--- config.mk ---
export PLATFORM = sky130hd
export DESIGN_NAME = traffic_phase_sequencer
export DESIGN_NICKNAME = d
export VERILOG_FILES = /design/src/rtl/tlc_pkg.sv /design/src/rtl/tlc_tick_gen.sv /design/src/rtl/traffic_phase_sequencer.sv
export SDC_FILE = /design/constraint.sdc
export NUM_CORES = 1
export LEC_CHECK = 0
export CAP_MARGIN = 40
export CORE_MARGIN = 2
export CORE_UTILIZATION = 54
export CTS_CLUSTER_SIZE = 12
export DETAILED_ROUTE_END_ITERATION = 12
export PLACE_DENSITY = 0.79
export SLEW_MARGIN = 5
export SYNTH_ARGS = -nofsm -noshare
export SYNTH_HDL_FRONTEND = slang
export SYNTH_HIERARCHICAL = 1
export SYNTH_SLANG_ARGS = --single-unit
--- constraint.sdc ---
create_clock -name CLK -period 2.7 [get_ports CLK]
set_input_delay 0.405 -clock CLK [delete_from_list [all_inputs] [get_ports CLK]]
set_output_delay 0.405 -clock CLK [all_outputs]
set_load 0.01 [all_outputs]
--- src/rtl/tlc_pkg.sv ---
// Shared definitions for the traffic phase sequencer: light codes, FSM states and the default 18-phase tables.
// The FLASH state exists only when TLC_FLASH_EN is defined.
package tlc_pkg;

  localparam logic [1:0] GREEN  = 2'b00;
  localparam logic [1:0] YELLOW = 2'b01;
  localparam logic [1:0] RED    = 2'b10;
  localparam logic [1:0] REDYEL = 2'b11;

  localparam int DEF_LANES  = 4;
  localparam int DEF_PHASES = 18;
  localparam int DEF_CNT_W  = 5;

  typedef enum logic [1:0] {
    ST_RUN,
    ST_HOLD,
    ST_EMERG
`ifdef TLC_FLASH_EN
    , ST_FLASH
`endif
  } tlc_state_e;

  // Lane 0 (HS1) sits in the least significant bits of the packed code.
  function automatic logic [7:0] lanes4(input logic [1:0] hs1, input logic [1:0] hs2,
                                        input logic [1:0] ns1, input logic [1:0] ns2);
    return {ns2, ns1, hs2, hs1};
  endfunction

  localparam logic [0:DEF_PHASES-1][DEF_CNT_W-1:0] DEF_DUR = '{
    5'd1, 5'd1, 5'd30, 5'd2, 5'd10, 5'd2, 5'd1, 5'd2, 5'd15,
    5'd2, 5'd5, 5'd2,  5'd10, 5'd2, 5'd1, 5'd2, 5'd15, 5'd3
  };

  localparam logic [0:DEF_PHASES-1][2*DEF_LANES-1:0] DEF_CODE = '{
    lanes4(RED,    RED,    RED,    RED),
    lanes4(REDYEL, REDYEL, RED,    RED),
    lanes4(GREEN,  GREEN,  RED,    RED),
    lanes4(GREEN,  YELLOW, RED,    RED),
    lanes4(GREEN,  RED,    RED,    RED),
    lanes4(YELLOW, RED,    RED,    RED),
    lanes4(RED,    RED,    RED,    RED),
    lanes4(RED,    RED,    REDYEL, REDYEL),
    lanes4(RED,    RED,    GREEN,  GREEN),
    lanes4(RED,    RED,    YELLOW, YELLOW),
    lanes4(RED,    RED,    GREEN,  RED),
    lanes4(RED,    RED,    YELLOW, RED),
    lanes4(RED,    RED,    RED,    GREEN),
    lanes4(RED,    RED,    RED,    YELLOW),
    lanes4(RED,    RED,    RED,    RED),
    lanes4(REDYEL, RED,    RED,    RED),
    lanes4(GREEN,  RED,    RED,    RED),
    lanes4(YELLOW, RED,    RED,    RED)
  };

endpackage

--- src/rtl/tlc_tick_gen.sv ---
// Tick prescaler: counts enabled CLK cycles 0..TICK_DIV-1 and strobes tick on the last count.
// A disabled prescaler holds its count so a paused partial tick resumes where it stopped.
module tlc_tick_gen #(
  parameter int TICK_DIV = 1
) (
  input  logic CLK,
  input  logic RST,
  input  logic en,
  input  logic clr,
  output logic tick
);

  localparam int PW = (TICK_DIV > 1) ? $clog2(TICK_DIV) : 1;
  localparam logic [PW-1:0] LAST = PW'(TICK_DIV - 1);

  logic [PW-1:0] cnt_q;

  assign tick = en && (cnt_q == LAST);

  // NOTE: sequential state uses non-blocking assignments so every register samples pre-edge values.
  always_ff @(posedge CLK or posedge RST) begin
    if (RST) begin
      cnt_q <= '0;
    end else if (clr) begin
      cnt_q <= '0;
    end else if (en) begin
      cnt_q <= (cnt_q == LAST) ? '0 : cnt_q + 1'b1;
    end
  end

endmodule

--- src/rtl/traffic_phase_sequencer.sv ---
// Table-driven traffic-light phase sequencer with tick prescaler, GO hold and emergency all-red override.
// Define TLC_FLASH_EN to add the FLASH input and the flashing-yellow state.
module traffic_phase_sequencer
  import tlc_pkg::*;
#(
  parameter int NUM_LANES  = DEF_LANES,
  parameter int NUM_PHASES = DEF_PHASES,
  parameter int CNT_W      = DEF_CNT_W,
  parameter int TICK_DIV   = 1,
  parameter logic [0:NUM_PHASES-1][CNT_W-1:0]       DUR_TAB  = DEF_DUR,
  parameter logic [0:NUM_PHASES-1][2*NUM_LANES-1:0] CODE_TAB = DEF_CODE,
  localparam int PH_W = (NUM_PHASES > 1) ? $clog2(NUM_PHASES) : 1
) (
  input  logic                   CLK,
  input  logic                   RST,
  input  logic                   GO,
  input  logic                   EMERG,
`ifdef TLC_FLASH_EN
  input  logic                   FLASH,
`endif
  output logic [2*NUM_LANES-1:0] LIGHTS,
  output logic [PH_W-1:0]        PHASE,
  output logic                   CYCLE_DONE,
  output logic                   EMERG_ACT
);

  localparam logic [2*NUM_LANES-1:0] ALL_RED = {NUM_LANES{RED}};
  localparam logic [PH_W-1:0]        LAST_PH = PH_W'(NUM_PHASES - 1);

  tlc_state_e            state_q, state_d;
  logic [PH_W-1:0]       phase_q, phase_d;
  logic [CNT_W-1:0]      cnt_q, cnt_d;
  logic [2*NUM_LANES-1:0] lights_q, lights_d;
  logic                  done_q, done_d;
  logic                  tick_en, tick, presc_clr;

`ifdef TLC_FLASH_EN
  localparam logic [2*NUM_LANES-1:0] ALL_YEL = {NUM_LANES{YELLOW}};
  logic toggle_q, toggle_d;

  assign tick_en = !EMERG && (FLASH ? (state_q == ST_FLASH) : (GO && state_q == ST_RUN));
`else
  assign tick_en = !EMERG && GO && (state_q == ST_RUN);
`endif

  tlc_tick_gen #(.TICK_DIV(TICK_DIV)) u_tick_gen (
    .CLK  (CLK),
    .RST  (RST),
    .en   (tick_en),
    .clr  (presc_clr),
    .tick (tick)
  );

  always_comb begin
    // NOTE: every signal driven here gets a default first, so no latch is inferred on any path.
    state_d   = state_q;
    phase_d   = phase_q;
    cnt_d     = cnt_q;
    lights_d  = lights_q;
    done_d    = 1'b0;
    presc_clr = 1'b0;
`ifdef TLC_FLASH_EN
    toggle_d  = toggle_q;
`endif

    if (EMERG) begin
      // Whatever remained of the current phase is discarded.
      state_d   = ST_EMERG;
      phase_d   = '0;
      cnt_d     = '0;
      lights_d  = ALL_RED;
      presc_clr = 1'b1;
`ifdef TLC_FLASH_EN
      toggle_d  = 1'b0;
`endif
    end
`ifdef TLC_FLASH_EN
    else if (FLASH) begin
      state_d = ST_FLASH;
      if (state_q != ST_FLASH) begin
        toggle_d = 1'b0;
        lights_d = ALL_RED;
      end else if (tick) begin
        toggle_d = !toggle_q;
        lights_d = toggle_q ? ALL_RED : ALL_YEL;
      end
    end
`endif
    else begin
      unique case (state_q)
        ST_RUN: begin
          if (!GO) begin
            state_d = ST_HOLD;
          end else if (tick) begin
            if (cnt_q < DUR_TAB[phase_q]) begin
              cnt_d = cnt_q + 1'b1;
            end else begin
              cnt_d = '0;
              if (phase_q == LAST_PH) begin
                phase_d = '0;
                done_d  = 1'b1;
              end else begin
                phase_d = phase_q + 1'b1;
              end
              lights_d = CODE_TAB[phase_d];
            end
          end
        end
        ST_HOLD:  if (GO) state_d = ST_RUN;
        ST_EMERG: state_d = GO ? ST_RUN : ST_HOLD;
`ifdef TLC_FLASH_EN
        ST_FLASH: begin
          state_d   = ST_RUN;
          phase_d   = '0;
          cnt_d     = '0;
          lights_d  = CODE_TAB[0];
          presc_clr = 1'b1;
        end
`endif
        default:  state_d = ST_RUN;
      endcase
    end
  end

  always_ff @(posedge CLK or posedge RST) begin
    if (RST) begin
      state_q  <= ST_RUN;
      phase_q  <= '0;
      cnt_q    <= '0;
      lights_q <= ALL_RED;
      done_q   <= 1'b0;
    end else begin
      state_q  <= state_d;
      phase_q  <= phase_d;
      cnt_q    <= cnt_d;
      lights_q <= lights_d;
      done_q   <= done_d;
    end
  end

`ifdef TLC_FLASH_EN
  always_ff @(posedge CLK or posedge RST) begin
    if (RST) toggle_q <= 1'b0;
    else     toggle_q <= toggle_d;
  end
`endif

  assign LIGHTS     = lights_q;
  assign PHASE      = phase_q;
  assign CYCLE_DONE = done_q;
  assign EMERG_ACT  = (state_q == ST_EMERG);

endmodule
==> impl_results.md, run 1 <==
- Rows: 18
- Post-synthesis sequential area ratio: 37.2%
- ANT cells: 0
- Ratio of final minimum period to clock period: 93.3%
- Syn nets: between 150 and 200
- WHS Endpoint: state_q[0]
- Final TNS setup: 0 ns
- Final Hold Fails: 0
- Synth Cell Area: 1430 µm²
- Syn Area/Cell: roughly 9.3 µm²
- Total track usage: 23.6%
- DR WL/cell: roughly 16 µm
- FFs w/ async S/R, synth: 100%
- Final Slew Violations: 0
- Initial antenna violation count: 0
- Final setup viols: 0
- Die ar.: 3070 µm²
- Layout cells sized above 1: 13.8%
- WHS Path Cells: 1
- Total global routing overflow: 0
- Global-route wire length before repair: between 5 and 6 mm
- DR DRC count: 0
- FF-to-FF path depth: 11
- Max_cap viols: 0
- Synthesis-to-layout area growth: 18.7%
- Startpoint Class: flip-flop
- Initial core utilization: 57.1%
- Worst path slowest cell: dfrtp_1
- CTS tree: yes
- # hold bufs at CTS: 0
- Nets: about 190
- Routed WL: between 3 and 4 mm
- Max VDD drop: just under 0.4 mV
- Die W: 55.4 µm
- Clock Skews: 0.00534 ns
- Remaining antenna violation count: 0
- Hold slack: 0.521 ns
- Worst Path Buf+Inv: 1
- Post-synth cell types: 46
- Relative slew slack: 46.9%
- Synth area leaders: dfrtp_1 (30%), ha_1 (8.8%), dfstp_2 (7.4%), mux2_1 (4.7%), a21oi_1 (3.9%)
- Top-area cell type share of the netlist area: 29.8%
- Crit. End Element: flip-flop
- CTS root buffer: clkbuf_4
- RSZ-0062 raised after global routing: no
- CP required: 2.91 ns
- CP most frequent cell: a21oi_1
- GPL Wtd Cong: between 0.8 and 0.9
- CTS clk-pin slew, worst paths: 0.12 ns
- Worst R2R Start: PHASE[0]
- TritonCTS Buffers: 3
- Via count: 1,243
- Kind of critical path: reg2reg
- Max FO, Critical Path: 9
- Post-layout min period: 2.52 ns
- Number of global-route vias before repair: 1,292
- Largest net degree at the start of global routing: 22
- Warning count from the yosys run: 6
- Outcome: complete, no violations
- I/O Pins: 19
- R2R setup slack: 0.18 ns
- Slew @ Worst Pin: slightly below 0.8 ns
- Hold path start: state_q[1]
- Hold Crit Class: reg2reg
- Buffers on Ports: 18
- Critical path's top delay family: compound AO/OA/AOI/OAI gates
- Data arrival, critical path: 2.73 ns
- EDFF count, synth: 0
- Clock latency at the later pin of the worst-skew pair: 0.31 ns
- Final std cells w/o fill: 204
- Dpl cells: 200
- Top FF cell, synth: dfrtp_1
- PwrDens: 330 nW/µm²
- R2R Path End: LIGHTS[6]
- First drt pass iteration count: 4
- DIE HEIGHT: roughly 55 µm
- Initial DRC count: 56
- Setup bufs post-CTS: 0
- Post-Syn Instances: 153
- # clock sinks: 21
- PnR worst setup slack: 0.181 ns
- Post-synth top area cell: dfrtp_1
- Worst-case clock buffer depth: 2
- Vias per inst: 6.09
- Crit path largest cell delay: ~0.4 ns
- Post-DP HPWL: 2.46 mm
- H-Tree Level Count: 1
- Synth Register Bits: 21
- Setup WS pre-CTS: 0.112 ns
- Pleak: 0.764 nW
- Fmax: 397 MHz
- Core ar.: 2500 µm²
- Crit path cell chain: inv_1 -> ha_2 -> nand2_1 -> a21oi_1 -> a21oi_1 -> ha_1 -> a41o_1 -> a21oi_2 -> o211ai_2 -> nand2_4 -> mux2_2
- Total power: 558 µW
## cells by family (layout without fill, tap and decap cells)
family                   after synthesis  count (layout)  synth area share (%)
AND/OR/NAND/NOR                       55              55                  20.9
flip-flops                            21              21                  37.2
AO/OA/AOI/OAI                         38              38                  18.1
adder cells (fa/ha/maj)               10              10                  8.76
XOR/XNOR                               2               2                  1.75
buffers and inverters                 17              38                  5.52
multiplexers                          10              10                  7.71
## cell type report
type	count	area [µm²]
clock buffer	4	26.3
tap	30	37.5
inverter	8	30.0
timing repair buffer	26	240
multi-input combinational	115	830
fill	206	806
sequential	21	531
## synth_stat cells (2+ instances only)
master      n
o21ai_1     3
ha_1       10
nor2_1      8
dfstp_2     4
inv_1       8
mux2_2      2
nor2b_1     2
a31oi_1     2
buf_2       3
nand4bb_1   2
o21ai_0     4
mux2_1      6
nor3_1      7
nand3_1     5
a22o_1      2
a21oi_1    11
clkbuf_1    4
nor4_1      3
and2_1      2
a41o_1      2
or3_1       3
a21o_1      4
mux2i_1     2
nor3b_1     2
dfrtp_1    17
nand2b_1    2
nand2_1    14
## sequential cells by signal, indices dropped and copies added (netlist names)
name / cells
LIGHTS: 8
PHASE: 5
cnt_q: 5
state_q: 2
CYCLE_DONE: 1
## power breakdown
group / switching (mW) / leakage, nW / total, mW / internal, mW
Sequential: 0.00537 / 0.272 / 0.329 / 0.323
Clock: 0.0994 / 0.0150 / 0.157 / 0.0579
Combinational: 0.0399 / 0.477 / 0.0722 / 0.0323
## worst max-delay path by stage
stage	startpoint	end	slack [ns]	cells past startpoint
2_1_floorplan	PHASE[0]	LIGHTS[6]	0.17	11
3_3_place_gp	PHASE[0]	LIGHTS[6]	0.27	11
3_5_place_dp	PHASE[0]	LIGHTS[6]	0.11	11
4_1_cts	PHASE[0]	LIGHTS[6]	0.08	11
5_1_grt	PHASE[0]	LIGHTS[6]	0.02	11
6_report	PHASE[0]	LIGHTS[6]	0.18	11
## through the flow
stage	area [µm²]	utilization, %
3_3_place_gp	1660	66.3
4_1_cts	1680	67.3
6_report	1690	67.8
5_1_grt	1690	67.8
3_5_place_dp	1660	66.3
2_1_floorplan	1430	-
## timing repair
item,CTS,global route
endpoints found under the setup margin,0,8
hold endpoints to repair,0,0
gates resized for setup,0,3
## cells in the final DEF, fill, tap and decap left out, drive strengths merged, types with 2 or more instances in the layout
cell,count
nor2,8
mux2,8
and2,2
inv,8
nor2b,2
mux2i,2
nand2,15
or3,3
nor4,3
nor4b,2
buf,8
nor3,7
a41o,2
ha,10
nor3b,2
a211oi,2
clkdlybuf4s50,18
a31oi,2
a21oi,11
nand2b,2
clkbuf,4
o21ai,7
dfrtp,17
nand4bb,2
dfstp,4
nand3,5
a21o,4
a22o,2
## worst reg2reg max path, delay by kind of cell, from the launching register on
kind                     cells  cell delay [ns]
AO/OA/AOI/OAI                5             0.73
adder cells (fa/ha/maj)      2             0.55
buffers and inverters        1             0.15
flip-flops                   1             0.40
multiplexers                 1             0.36
AND/OR/NAND/NOR              2             0.21
## layer usage
| metal | wire length, µm | track usage [%] | share of wire (%) |
|---|---|---|---|
| met5 | 0 | 0 | 0 |
| met4 | 53 | 9.06 | 1.6 |
| met3 | 98 | 1.41 | 3.0 |
| met2 | 1590 | 40.8 | 49 |
| met1 | 1500 | 30.8 | 46 |
Power figures use the tool's default switching activity.
==> run 2: changes to the inputs <==
Settings changed: CORE_UTILIZATION 54 to 40, PLACE_DENSITY 0.79 to not set, REMOVE_ABC_BUFFERS set to 1.
==> impl_results.md, run 2 (synthesized netlist as in run 1, its figures left out) <==
- PwrDens: 325 nW/µm² (-1.4%)
- R2R Path End: LIGHTS[2]
- GPL Wtd Cong: 0.803 (-3.0%)
- Vias per inst: 5.47 (-10%)
- I/O Pins: 19 (unchanged)
- Layout cells sized above 1: 14.3% (+0.49 points)
- Max VDD drop: 0.176 mV (-55%)
- WHS Endpoint: LIGHTS[0]
- Via count: 1,208 (-2.8%)
- Max FO, Critical Path: 9 (unchanged)
- Multi-input gate area: 823 µm² (-0.75%)
- Initial core utilization: 42.1% (-15 points)
- Max_cap viols: 0 (unchanged)
- Relative slew slack: 44.5% (-2.4 points)
- WHS Path Cells: 1 (unchanged)
- Met1 wire length: 1.54 mm (+2.8%)
- Post-DP HPWL: 2.48 mm (+0.82%)
- Die ar.: 4060 µm² (+32%)
- Rows: 21 (+3)
- Routed WL: 3.26 mm (+0.65%)
- Filler cells: 317 (+54%)
- Number of global-route vias before repair: 1,223 (-5.3%)
- ANT cells: 0 (unchanged)
- DR top layer: met4
- Die W: 63.7 µm (+15%)
- Total track usage: 18.1% (-5.5 points)
- Final Hold Fails: 0 (unchanged)
- DR WL/cell: 14.8 µm (-7.1%)
- Initial DRC count: 64 (+14%)
- Clock latency at the later pin of the worst-skew pair: 0.31 ns (about the same)
- Buffers on Ports: 18 (unchanged)
- Nets: 190 (+0.53%)
- CTS tree: yes
- RSZ-0062 raised after global routing: no
- Register area: 532 µm² (+0.24%)
- DIE HEIGHT: 63.7 µm (+15%)
- Final setup viols: 0 (unchanged)
- CP required: 2.91 ns (about the same)
- Worst R2R Start: PHASE[0]
- TritonCTS Buffers: 3 (unchanged)
- Data arrival, critical path: 2.72 ns (about the same)
- Core ar.: 3390 µm² (+36%)
- FF-to-FF path depth: 11 (unchanged)
- Largest register FFs: 8 (unchanged)
- R2R setup slack: 0.19 ns (about the same)
- Ratio of final minimum period to clock period: 92.9% (-0.42 points)
- Largest net degree at the start of global routing: 22 (unchanged)
- CTS clk-pin slew, worst paths: 0.13 ns (about the same)
- Most frequent cells in the layout: clkdlybuf4s50_1 (18), dfrtp_1 (16), nand2_1 (14), a21oi_1 (11), ha_1 (10)
- Synthesis-to-layout area growth: 20.3%
- Detail Route met2 WL: 1.57 mm (-1.2%)
- DR DRC count: 0 (unchanged)
- Commonest non-fill, non-tap cell in the layout: clkdlybuf4s50_1
- Initial antenna violation count: 0 (unchanged)
- H-Tree Level Count: 1 (unchanged)
- Pleak: 0.770 nW (+0.79%)
- Met3 WL: 126 µm (+29%)
- Post-layout min period: 2.51 ns (-0.0114 ns)
- Final Slew Violations: 0 (unchanged)
- # clock sinks: 21 (unchanged)
- Fmax: 399 MHz (+0.45%)
- Setup bufs post-CTS: 0 (unchanged)
- Hold path start: LIGHTS[0]
- Post-layout util: 50.7% (-17 points)
- Total global routing overflow: 0 (unchanged)
- Startpoint Class: flip-flop
- Kind of critical path: reg2reg
- Clock Skews: 0.0124 ns (+0.00711 ns)
- Crit. End Element: flip-flop
- Slew @ Worst Pin: 0.832 ns (+0.0363 ns)
- CTS root buffer: clkbuf_4
- Final TNS setup: 0 ns (unchanged)
- First drt pass iteration count: 4 (unchanged)
- Remaining antenna violation count: 0 (unchanged)
- Global-route wire length before repair: 5.92 mm (+1.5%)
- Outcome: complete, no violations
- Worst-case clock buffer depth: 2 (unchanged)
- Hold Crit Class: reg2reg
- Hold slack: 0.509 ns (-0.0123 ns)
[run 2: layer usage]
metal / track usage (%) / up-vias
li1: - / 598
met1: 25.0 / 577
met2: 30.1 / 31
met3: 2.11 / 2
met4: 4.89 / 0
met5: 0 / -
[run 2: area by class of cell]
type / count / area share, %
Clock buffer: 3 / 1.31
Clock inverter: 1 / 0.291
Inverter: 8 / 1.75
Multi-Input combinational cell: 115 / 47.9
Sequential cell: 21 / 31.0
Tap cell: 46 / 3.35
Timing Repair Buffer: 27 / 14.4
[run 2: what timing repair did]
item,4_1_cts,5_1_grt
hold buffers,0,0
endpoints found under the setup margin,0,7
resized for setup,0,2
hold endpoints to repair,0,0
[run 2: critical path, cell delays in order, from the launching register on]
cell and delay (ns):
dfrtp_1 0.39, inv_1 0.15, ha_1 0.24, nand2_1 0.07, a21oi_1 0.12, a21oi_1 0.06, ha_1 0.31, a41o_1 0.23
a21oi_1 0.18, o211ai_2 0.16, nand2_4 0.16, mux2_1 0.34
[run 2: worst max path at each step]
stage / cells after the start / start / slack, ns / to
5_1_grt: 11 / PHASE[0] / 0.002 / LIGHTS[0]
6_report: 11 / PHASE[0] / 0.19 / LIGHTS[2]
4_1_cts: 11 / PHASE[0] / 0.12 / LIGHTS[2]
2_1_floorplan: 11 / PHASE[0] / 0.03 / LIGHTS[6]
3_3_place_gp: 11 / PHASE[0] / 0.20 / LIGHTS[2]
3_5_place_dp: 11 / PHASE[0] / 0.14 / LIGHTS[2]
[run 2: where the power goes]
group	internal [mW]	switching [mW]	leakage, nW	total, mW
logic	0.0333	0.0405	0.482	0.0739
registers	0.323	0.00523	0.270	0.329
clock network	0.0553	0.100	0.0177	0.156
[run 2: per-stage QoR]
| stage | power, mW | area (µm²) | instances | setup slack, ns |
|---|---|---|---|---|
| after floorplan | 0.370 | 1380 | 144 | 0.0338 |
| after global placement | 0.406 | 1680 | 217 | 0.196 |
| after detailed placement | 0.408 | 1680 | 217 | 0.140 |
| after CTS | 0.564 | 1710 | 221 | 0.123 |
| after global routing | 0.584 | 1720 | 221 | 0.00163 |
| final | 0.558 | 1720 | 221 | 0.193 |
==> run 3: changes to the inputs <==
Settings changed: CORE_MARGIN 2 to 4, SKIP_CTS_REPAIR_TIMING set to 1.
==> impl_results.md, run 3 (synthesized netlist as in run 1, its figures left out) <==
- Outcome: complete, no violations
- I/O Pins: 19 (unchanged)
- Largest net degree at the start of global routing: 22 (unchanged)
- H-Tree Level Count: 1 (unchanged)
- Final Slew Violations: 0 (unchanged)
- Synthesis-to-layout area growth: 21.2%
- Crit path largest cell delay: 0.41 ns (+0.02 ns)
- DR WL/cell: 14.8 µm (+0.31%)
- Final TNS setup: 0 ns (unchanged)
- Die ar.: 4590 µm² (+13%)
- Final setup viols: 0 (unchanged)
- CTS clk-pin slew, worst paths: 0.13 ns (about the same)
- Comb pwr share: 12.9% (-0.3 points)
- Most frequent cells in the layout: clkdlybuf4s50_1 (18), dfrtp_1 (17), nand2_1 (14), a21oi_1 (10), buf_4 (10)
- DP Area: 1690 µm² (+0.45%)
- ANT cells: 0 (unchanged)
- Cell area after layout: 1730 µm² (+0.73%)
- Largest register FFs: 8 (unchanged)
- Die W: 67.7 µm (+6.3%)
- Core ar.: 3390 µm² (unchanged)
- Worst Path Buf+Inv: 1 (unchanged)
- Nets: 191 (+0.53%)
- Post-layout min period: 2.46 ns (-0.0448 ns)
- Vias per inst: 5.51 (+0.79%)
- Initial core utilization: 42.1% (unchanged)
- Total track usage: 16.1% (-2.0 points)
- Fmax: 406 MHz (+1.8%)
- Net load switching power: 150 µW (+2.7%)
- Clock share of power: 28.7% (+0.8 points)
- Max_cap viols: 0 (unchanged)
- Post-DP HPWL: 2.54 mm (+2.3%)
- Number of global-route vias before repair: 1,195 (-2.3%)
- Routed WL: 3.29 mm (+0.77%)
- Net Sw Frac: 26.7% (+0.52 points)
- Max FO, Critical Path: 9 (unchanged)
- DR DRC count: 0 (unchanged)
- Hold slack: 0.511 ns (+0.00221 ns)
- Commonest non-fill, non-tap cell in the layout: clkdlybuf4s50_1
- Total global routing overflow: 0 (unchanged)
- Initial antenna violation count: 0 (unchanged)
- RSZ-0062 raised after global routing: no
- Slew @ Worst Pin: 0.806 ns (-0.0263 ns)
- Layout cells sized above 1: 15.3% (+1.1 points)
- Worst path slowest cell: dfrtp_1
- Int Power: 412 µW (about the same)
- DIE HEIGHT: 67.7 µm (+6.3%)
- Final Hold Fails: 0 (unchanged)
- Buffers on Ports: 18 (unchanged)
- Clock latency at the later pin of the worst-skew pair: 0.31 ns (about the same)
- Initial DRC count: 97 (+52%)
- Rows: 21 (unchanged)
- Kind of critical path: reg2reg
- Worst-case clock buffer depth: 2 (unchanged)
- Filler cells: 341 (+7.6%)
- # clock sinks: 21 (unchanged)
- Global-route wire length before repair: 5.66 mm (-4.3%)
- GPL Wtd Cong: 0.846 (+5.3%)
- Clock Skews: 0.00349 ns (-0.00895 ns)
- Remaining antenna violation count: 0 (unchanged)
- Critical path's top delay family: compound AO/OA/AOI/OAI gates
- Via count: 1,223 (+1.2%)
- Max VDD drop: 0.258 mV (+47%)
- PwrDens: 325 nW/µm² (about the same)
- Total power: 562 µW (+0.71%)
- Relative slew slack: 46.2% (+1.8 points)
- Sequential Power Share: 58.4% (-0.5 points)
- CTS root buffer: clkbuf_4
- Crit. End Element: flip-flop
- Crit path cell chain: inv_1 -> ha_1 -> o21ai_0 -> a21oi_1 -> a21oi_1 -> ha_1 -> a41o_1 -> a21oi_2 -> o211ai_2 -> nand2_4 -> mux2_2
- Startpoint Class: flip-flop
- CP required: 2.91 ns (about the same)
- Ratio of final minimum period to clock period: 91.2% (-1.7 points)
- Pleak: 0.777 nW (+0.90%)
- Data arrival, critical path: 2.67 ns (-0.05 ns)
- First drt pass iteration count: 4 (unchanged)
- Hold Crit Class: reg2reg
- CTS tree: yes
- TritonCTS Buffers: 3 (unchanged)
[run 3: changes by cell type in the layout (fill, tap and decap cells not counted), sizes merged]
cell  delta
buf      +1
[run 3: final cells by class]
type                    count  area [µm²]  area share, %
multi-input cells         115         830           47.9
flip-flops and latches     21         531           30.7
repair buffers             28         255           14.8
well taps                  46        57.6           3.33
inverters                   8        30.0           1.74
clock buffers               3        22.5           1.30
clock inverters             1        5.00          0.289
[run 3: per-stage QoR]
step           std cells  util (%)  setup slack, ns
5_1_grt              222      51.1           0.0642
4_1_cts              222      50.7            0.135
2_1_floorplan        144         -           0.0338
3_5_place_dp         218      49.9            0.151
6_report             222      51.1            0.237
3_3_place_gp         218      49.9            0.244
[run 3: power groups by stage]
stage          Combinational [mW]  Clock (mW)  Sequential [mW]
2_1_floorplan              0.0324           0            0.338
3_3_place_gp               0.0718           0            0.334
3_5_place_dp               0.0727           0            0.335
4_1_cts                    0.0730       0.164            0.329
5_1_grt                    0.0805       0.181            0.330
6_report                   0.0726       0.161            0.329
[run 3: final timing paths]
path,slack (ns),startpoint,end,depth (start not counted)
min in group asynchronous,0.53,RST,CYCLE_DONE,2
max in group asynchronous,1.67,RST,cnt_q[0],2
min,0.51,LIGHTS[2],LIGHTS[2],1
min reg2reg,0.51,LIGHTS[2],LIGHTS[2],1
max,0.24,PHASE[0],LIGHTS[6],11
max reg2reg,0.24,PHASE[0],LIGHTS[6],11
[run 3: worst reg2reg max path: cells and delay by family, from the launching register on]
family	cells	cell delay [ns]
compound gates	6	0.81
fa+ha+maj	2	0.50
buf+inv	1	0.14
flops	1	0.41
mux	1	0.34
simple gates	1	0.16
[run 3: routing by layer]
layer / share of wire (%) / track usage [%] / wire (µm)
met2: 48 / 26.4 / 1590
met4: 0.43 / 3.04 / 14
met3: 3.1 / 2.50 / 103
met5: 0 / 0 / 0
met1: 48 / 22.4 / 1580
